## src/rtl/dec_rr_pkg.sv

```systemverilog
// Shared decode -> register-read definitions: packet width, field offsets and
// default uop queue depth.
package dec_rr_pkg;

  localparam int unsigned DEC_PKT_W   = 267;
  localparam int unsigned DEC_Q_DEPTH = 4;

  // Decoded packet field offsets (bit layout matches the RR latch input).
  localparam int unsigned PKT_V          = 0;
  localparam int unsigned PKT_BRFID_LSB  = 1;
  localparam int unsigned PKT_BRFID_MSB  = 4;
  localparam int unsigned PKT_DFLAG      = 5;
  localparam int unsigned PKT_INDIR      = 6;
  localparam int unsigned PKT_BPTAKEN    = 7;
  localparam int unsigned PKT_SEGR2_LSB  = 8;
  localparam int unsigned PKT_SEGR2_MSB  = 10;
  localparam int unsigned PKT_SEGR1_LSB  = 11;
  localparam int unsigned PKT_SEGR1_MSB  = 13;
  localparam int unsigned PKT_IDX_LSB    = 14;
  localparam int unsigned PKT_IDX_MSB    = 16;
  localparam int unsigned PKT_BASE_LSB   = 17;
  localparam int unsigned PKT_BASE_MSB   = 19;
  localparam int unsigned PKT_SR2_LSB    = 20;
  localparam int unsigned PKT_SR2_MSB    = 22;
  localparam int unsigned PKT_SR1_LSB    = 23;
  localparam int unsigned PKT_SR1_MSB    = 25;
  localparam int unsigned PKT_OPSIZE_LSB = 26;
  localparam int unsigned PKT_OPSIZE_MSB = 27;
  localparam int unsigned PKT_IMM8_LSB   = 28;
  localparam int unsigned PKT_IMM8_MSB   = 35;
  localparam int unsigned PKT_BPTGT_LSB  = 36;
  localparam int unsigned PKT_BPTGT_MSB  = 67;
  localparam int unsigned PKT_EIP_LSB    = 68;
  localparam int unsigned PKT_EIP_MSB    = 99;
  localparam int unsigned PKT_NEIP_LSB   = 100;
  localparam int unsigned PKT_NEIP_MSB   = 131;
  localparam int unsigned PKT_CS_LSB     = 205;
  localparam int unsigned PKT_CS_MSB     = 266;

  typedef logic [DEC_PKT_W-1:0] dec_pkt_t;

  // Extract the instruction pointer of a decoded packet.
  function automatic logic [31:0] pkt_eip(input dec_pkt_t pkt);
    return pkt[PKT_EIP_MSB:PKT_EIP_LSB];
  endfunction

endpackage

```

## src/rtl/uq_ptr_ctl.sv

```systemverilog
// Uop queue pointer/count control: read and write pointers that wrap modulo
// DEPTH, occupancy count, and full/empty flags derived only from the count.
module uq_ptr_ctl #(
  parameter int unsigned DEPTH = 4,
  parameter int unsigned PTR_W = 2
) (
  input  logic             clk,
  input  logic             rst,
  input  logic             wr_en,
  input  logic             rd_en,
  input  logic             flush,
  output logic [PTR_W-1:0] wr_ptr,
  output logic [PTR_W-1:0] rd_ptr,
  output logic [PTR_W:0]   count,
  output logic             full,
  output logic             empty
);

  logic [PTR_W-1:0] wr_ptr_d, wr_ptr_q;
  logic [PTR_W-1:0] rd_ptr_d, rd_ptr_q;
  logic [PTR_W:0]   count_d, count_q;

  // Next-state: flush empties the queue; otherwise advance on accepted ops.
  always_comb begin
    wr_ptr_d = wr_ptr_q;
    rd_ptr_d = rd_ptr_q;
    count_d  = count_q;
    if (flush) begin
      wr_ptr_d = '0;
      rd_ptr_d = '0;
      count_d  = '0;
    end else begin
      if (wr_en) wr_ptr_d = wr_ptr_q + PTR_W'(1);
      if (rd_en) rd_ptr_d = rd_ptr_q + PTR_W'(1);
      unique case ({wr_en, rd_en})
        2'b10:   count_d = count_q + (PTR_W+1)'(1);
        2'b01:   count_d = count_q - (PTR_W+1)'(1);
        default: count_d = count_q;
      endcase
    end
  end

  // State registers with asynchronous active-low reset.
  always_ff @(posedge clk or negedge rst) begin
    if (!rst) begin
      wr_ptr_q <= '0;
      rd_ptr_q <= '0;
      count_q  <= '0;
    end else begin
      wr_ptr_q <= wr_ptr_d;
      rd_ptr_q <= rd_ptr_d;
      count_q  <= count_d;
    end
  end

  // Flags from the count only; pointer equality is ambiguous when full/empty.
  always_comb begin
    wr_ptr = wr_ptr_q;
    rd_ptr = rd_ptr_q;
    count  = count_q;
    full   = (count_q == (PTR_W+1)'(DEPTH));
    empty  = (count_q == '0);
  end

endmodule

```

## src/rtl/dec_uop_queue.sv

```systemverilog
// Decode -> RR decoupling FIFO for decoded uop packets. The head packet is
// presented straight to the RR latch input; an empty queue presents zeros.
// Optional macro DEC_Q_BYPASS_EN: an empty queue forwards a valid push to
// o_pkt combinationally and, if RR is not stalled, consumes it unwritten.
module dec_uop_queue
  import dec_rr_pkg::*;
#(
  parameter int unsigned WIDTH = DEC_PKT_W,
  parameter int unsigned DEPTH = DEC_Q_DEPTH,
  parameter int unsigned PTR_W = 2
) (
  input  logic             clk,
  input  logic             rst,
  input  logic [WIDTH-1:0] i_pkt,
  input  logic             i_push,
  output logic             o_full,
  output logic [WIDTH-1:0] o_pkt,
  output logic             o_v,
  input  logic             i_rr_stall,
  input  logic             i_flush,
  output logic [PTR_W:0]   o_count
);

  logic [WIDTH-1:0] mem_d [DEPTH];
  logic [WIDTH-1:0] mem_q [DEPTH];

  logic [PTR_W-1:0] wr_ptr, rd_ptr;
  logic [PTR_W:0]   count;
  logic             full, empty;
  logic             push_ok, wr_en, rd_en;
  logic [WIDTH-1:0] head_pkt;

  uq_ptr_ctl #(
    .DEPTH (DEPTH),
    .PTR_W (PTR_W)
  ) u_ptr_ctl (
    .clk    (clk),
    .rst    (rst),
    .wr_en  (wr_en),
    .rd_en  (rd_en),
    .flush  (i_flush),
    .wr_ptr (wr_ptr),
    .rd_ptr (rd_ptr),
    .count  (count),
    .full   (full),
    .empty  (empty)
  );

  // Accept/consume decisions and head presentation.
  always_comb begin
    // Invalid packets are never stored; a push while full is dropped even
    // if the head pops this cycle, since full comes from registered state.
    push_ok     = i_push & i_pkt[PKT_V] & ~full & ~i_flush;
    rd_en       = ~empty & ~i_rr_stall & ~i_flush;
    head_pkt    = mem_q[rd_ptr];
    head_pkt[0] = 1'b1;
`ifdef DEC_Q_BYPASS_EN
    if (empty && push_ok) begin
      o_pkt = i_pkt;
      o_v   = 1'b1;
      // RR takes the packet directly; only buffer it if RR is holding.
      wr_en = i_rr_stall;
    end else begin
      o_pkt = empty ? '0 : head_pkt;
      o_v   = ~empty;
      wr_en = push_ok;
    end
`else
    o_pkt = empty ? '0 : head_pkt;
    o_v   = ~empty;
    wr_en = push_ok;
`endif
    o_full  = full;
    o_count = count;
  end

  // Storage write; contents are left stale on flush/reset, masked by count.
  always_comb begin
    for (int i = 0; i < int'(DEPTH); i++) mem_d[i] = mem_q[i];
    if (wr_en) mem_d[wr_ptr] = i_pkt;
  end

  // Data array: no reset needed since unread entries are never presented.
  always_ff @(posedge clk) begin
    for (int i = 0; i < int'(DEPTH); i++) mem_q[i] <= mem_d[i];
  end

endmodule

```

## config.mk

```make
export PLATFORM = sky130hd
export DESIGN_NAME = dec_uop_queue
export DESIGN_NICKNAME = d
export VERILOG_FILES = /design/src/rtl/dec_rr_pkg.sv /design/src/rtl/uq_ptr_ctl.sv /design/src/rtl/dec_uop_queue.sv
export SDC_FILE = /design/constraint.sdc
export NUM_CORES = 1
export LEC_CHECK = 0
export BUFFER_PORTS_ARGS = -buffer_cell sky130_fd_sc_hd__buf_2
export CAP_MARGIN = 20
export CELL_PAD_IN_SITES_DETAIL_PLACEMENT = 1
export CELL_PAD_IN_SITES_GLOBAL_PLACEMENT = 2
export CORE_ASPECT_RATIO = 1.25
export CORE_MARGIN = 2
export CORE_UTILIZATION = 40
export DETAILED_ROUTE_END_ITERATION = 8
export GPL_TIMING_DRIVEN = 0
export PLACE_DENSITY = 0.75
export SYNTH_ARGS = -nofsm -noshare
export SYNTH_HDL_FRONTEND = slang
export SYNTH_SLANG_ARGS = --single-unit
export TNS_END_PERCENT = 1
```

## constraint.sdc

```tcl
create_clock -name clk -period 8.1 [get_ports clk]
set_input_delay 1.62 -clock clk [delete_from_list [all_inputs] [get_ports clk]]
set_output_delay 1.62 -clock clk [all_outputs]
set_load 0.02 [all_outputs]
```

==> Flow_metrics.wiki <==
{| class="wikitable"
! Metric !! Value
|-
| Area of the mapped netlist || 0.0408 mm^2
|-
| Insertion delay of the later-clocked pin in the worst-skew pair || 0.70 ns
|-
| WL met3 || 7190 um
|-
| Number of library cell types mapped by synthesis || 41
|-
| First-pass GRT wire length || 145000 um
|-
| Via count of the first global-routing pass || 22100
|-
| Hold crit path type || register to register
|-
| Setup Skew || 0.0275 ns
|-
| Max Clk Rate || 206 MHz
|-
| Floorplan die width || 290 um
|-
| Maximum number of pins on one net before global-route repair || 56
|-
| Type of element launching the critical path || register
|-
| Post-route antenna net violation count || 0
|-
| Synthesized instance count || 1756
|-
| Fraction of synthesis flops using an asynchronous set or reset pin || 0.00654
|-
| Status || finished clean
|-
| Portion of the clock cycle consumed by the worst path in the final layout || 0.600
|-
| Endpoint type of the worst setup path || output port
|-
| Slew @ Worst Pin || 0.932 ns
|-
| Fraction of final layout cells with drive strength greater than 1 || 0.418
|-
| Total of hold buffers inserted after clock tree synthesis || 0
|-
| Placeable core area || 0.102 mm^2
|-
| Number of antenna violations at the first check in global routing || 44
|-
| Initial cell density of the core || 0.402
|-
| Library cell occupying the most area in the post-synthesis netlist || sky130_fd_sc_hd__edfxtp_1
|-
| Count of instances resized after the clock tree is built || 0
|-
| Seq/Total Area, Yosys || 0.787
|-
| CTS Buf Count || 105
|-
| Clock tree from TritonCTS || done
|-
| CTS Root Cell || sky130_fd_sc_hd__clkbuf_16
|-
| Post-CTS Repair Setup Buffers || 0
|-
| Die Area || 0.105 mm^2
|-
| Final estimated routing congestion in global placement || 0.745
|-
| Metal-1 WL || 37000 um
|-
| Pre-antenna DRT Iters || 5
|-
| Area fraction in and, or, nand and nor cells after synthesis || 0.0450
|-
| Ranking of synthesized cells by area || sky130_fd_sc_hd__edfxtp_1 (78%), sky130_fd_sc_hd__mux4_2 (15%), sky130_fd_sc_hd__and2_1 (4.1%)
|-
| Leakage component of the power || 0.0167 uW
|-
| Area share of the largest cell type after synthesis || 0.783
|-
| Highest fanout seen on the critical path || 10
|-
| Area growth from synthesis to final layout || 20.5%
|-
| #FFs+latches synth || 1071
|-
| Count of flip-flops with a built-in enable after synthesis || 1064
|-
| Die Y || 361 um
|-
| Rel. slew slack || 0.379
|-
| Row count || 131
|-
| Total non-filler cell area in the finished layout || 0.0492 mm^2
|-
| Clock Path Buffers || 3
|-
| Highest Signal Layer || met5
|-
| Most repeated cell in the gate-level netlist after synthesis || sky130_fd_sc_hd__edfxtp_1
|-
| Detailed-route DRC error count || 0
|-
| IO buf count || 540
|-
| Top-Level Pins || 544
|-
| Critical path arrival || 3.24 ns
|-
| RSZ-0062 raised after global routing || false
|-
| Placed instance area || 0.0458 mm^2
|-
| Count of max-cap constraint violations || 0
|-
| Worst hold margin || 0.643 ns
|-
| Yosys synthesis warning count || 0
|-
| Iter 0 DRT Violations || 1161
|-
| Multiplexer share of the synthesized area || 0.147
|-
| Total Nets Final || 2701
|-
| Final setup violating endpoints || 0
|-
| Half-perimeter wire length after placement || 66200 um
|-
| Wire length on met2 || 50100 um
|-
| Pins over their slew limit || 0
|-
| Main combinational cell family by area after synthesis || multiplexers
|-
| Total routed wirelength || 98300 um
|-
| Average cell area after synthesis || 23.2 um^2
|-
| Clock slew at reported path FFs || 0.06 ns
|-
| Final hold violation count || 0
|-
| Wire per inst || 25.5 um
|-
| Setup TNS || 0 ns
|-
| Total number of vias || 19800
|-
| Total number of H-tree levels || 3
|-
| Leading register cell type out of synthesis || sky130_fd_sc_hd__edfxtp_1
|-
| Xor/xnor cell area share of the yosys netlist || 0.000215
|-
| Compound-gate portion of the synthesized area || 0.00346
|-
| Clock sink count || 1071
|-
| Required time of the critical path || 6.48 ns
|-
| Grt ovf || 0
|-
| Category of the most critical setup path || register to output port
|-
| Global routing usage summed across all routing layers || 0.188
|-
| Post-synthesis share of cell area spent on full adders, half adders and majority gates || 0.00172
|-
| Vias per inst || 5.13
|-
| Most numerous cell types in the synthesized netlist || sky130_fd_sc_hd__edfxtp_1 (1064), sky130_fd_sc_hd__and2_1 (270), sky130_fd_sc_hd__mux4_2 (266), sky130_fd_sc_hd__clkbuf_1 (35), sky130_fd_sc_hd__buf_2 (34)
|-
| Min Tclk post-route || 4.86 ns
|-
| Post-synth net total || 2033
|-
| Peak supply drop || 0.206 mV
|-
| Areal power density over the cells || 250 mW/mm^2
|}
## where the power goes
part	switching, uW	internal (uW)	total [uW]
combinational	789	520	1310
sequential	17.7	6170	6190
clock	2100	2720	4820
## path summary, 6_finish.rpt
check / from / to / slack (ns) / cells past startpoint
worst min-delay path: u_ptr_ctl.wr_ptr[0] / u_ptr_ctl.wr_ptr[0] / 0.64 / 2
min in group asynchronous: rst / u_ptr_ctl.count[0] / 0.75 / 1
worst max-delay path: u_ptr_ctl.rd_ptr[1] / o_pkt[164] / 3.24 / 6
max in group asynchronous: rst / u_ptr_ctl.rd_ptr[1] / 7.19 / 1
worst max register to register: u_ptr_ctl.count[0] / mem_q[2][148] / 4.81 / 7
worst min register to register: u_ptr_ctl.wr_ptr[0] / u_ptr_ctl.wr_ptr[0] / 0.64 / 2
## cell usage in the layout, fill, tap and decap left out, drive strengths merged, types with 6 or more instances in the layout
master    count
mux4        266
diode        18
buf         622
edfxtp     1064
inv          15
clkinvlp      6
bufinv       10
clkinv       44
clkbuf      158
and2        270
dfrtp         7
## worst max-delay path, stage by stage, from the launching register on
cell and delay [ns]:
sky130_fd_sc_hd__dfrtp_1 0.32, sky130_fd_sc_hd__buf_2 0.29, sky130_fd_sc_hd__clkbuf_1 0.74, sky130_fd_sc_hd__buf_2 0.46, sky130_fd_sc_hd__mux4_2 0.35, sky130_fd_sc_hd__and2_1 0.18, sky130_fd_sc_hd__buf_2 0.19
## per-layer routing
| metal | vias to the layer above | track usage |
|---|---|---|
| li1 | 8612 | - |
| met1 | 10300 | 0.224 |
| met2 | 628 | 0.315 |
| met3 | 210 | 0.0532 |
| met4 | 32 | 0.0864 |
| met5 | - | 0 |
## cells by family (layout without fill, tap and decap cells)
group | Yosys count | in the layout
flip-flops | 1071 | 1071
AND/OR/NAND/NOR | 291 | 291
multiplexers | 267 | 267
buffers and inverters | 102 | 855
AO/OA/AOI/OAI | 19 | 19
adder cells (fa/ha/maj) | 5 | 5
XOR/XNOR | 1 | 1
other | 0 | 18
## state kept, by name, summed over array words and instances (netlist names)
| register | cells |
|---|---|
| mem_q | 1064 |
| u_ptr_ctl.count | 3 |
| u_ptr_ctl.wr_ptr | 2 |
| u_ptr_ctl.rd_ptr | 2 |
## cell type report
class,count,area [um^2]
inverters,6,22.5
clock buffers,123,2700
diodes,18,45.0
repair buffers,561,3270
clock inverters,69,703
plain buffers,96,602
well taps,1330,1660
fillers,9375,52400
flip-flops and latches,1071,32100
multi-input cells,583,8070
## through the flow
step / power, uW / worst slack, ns / util / cells
floorplan: 7110 / -0.906 / - / 1756
global placement: 7630 / -6.42 / 0.445 / 3626
detailed placement: 7640 / 3.37 / 0.450 / 3647
CTS: 12500 / 2.99 / 0.484 / 3839
global route: 12700 / 2.97 / 0.484 / 3854
finish: 12300 / 3.24 / 0.484 / 3857
No activity file was read; power rests on OpenSTA's default activity.
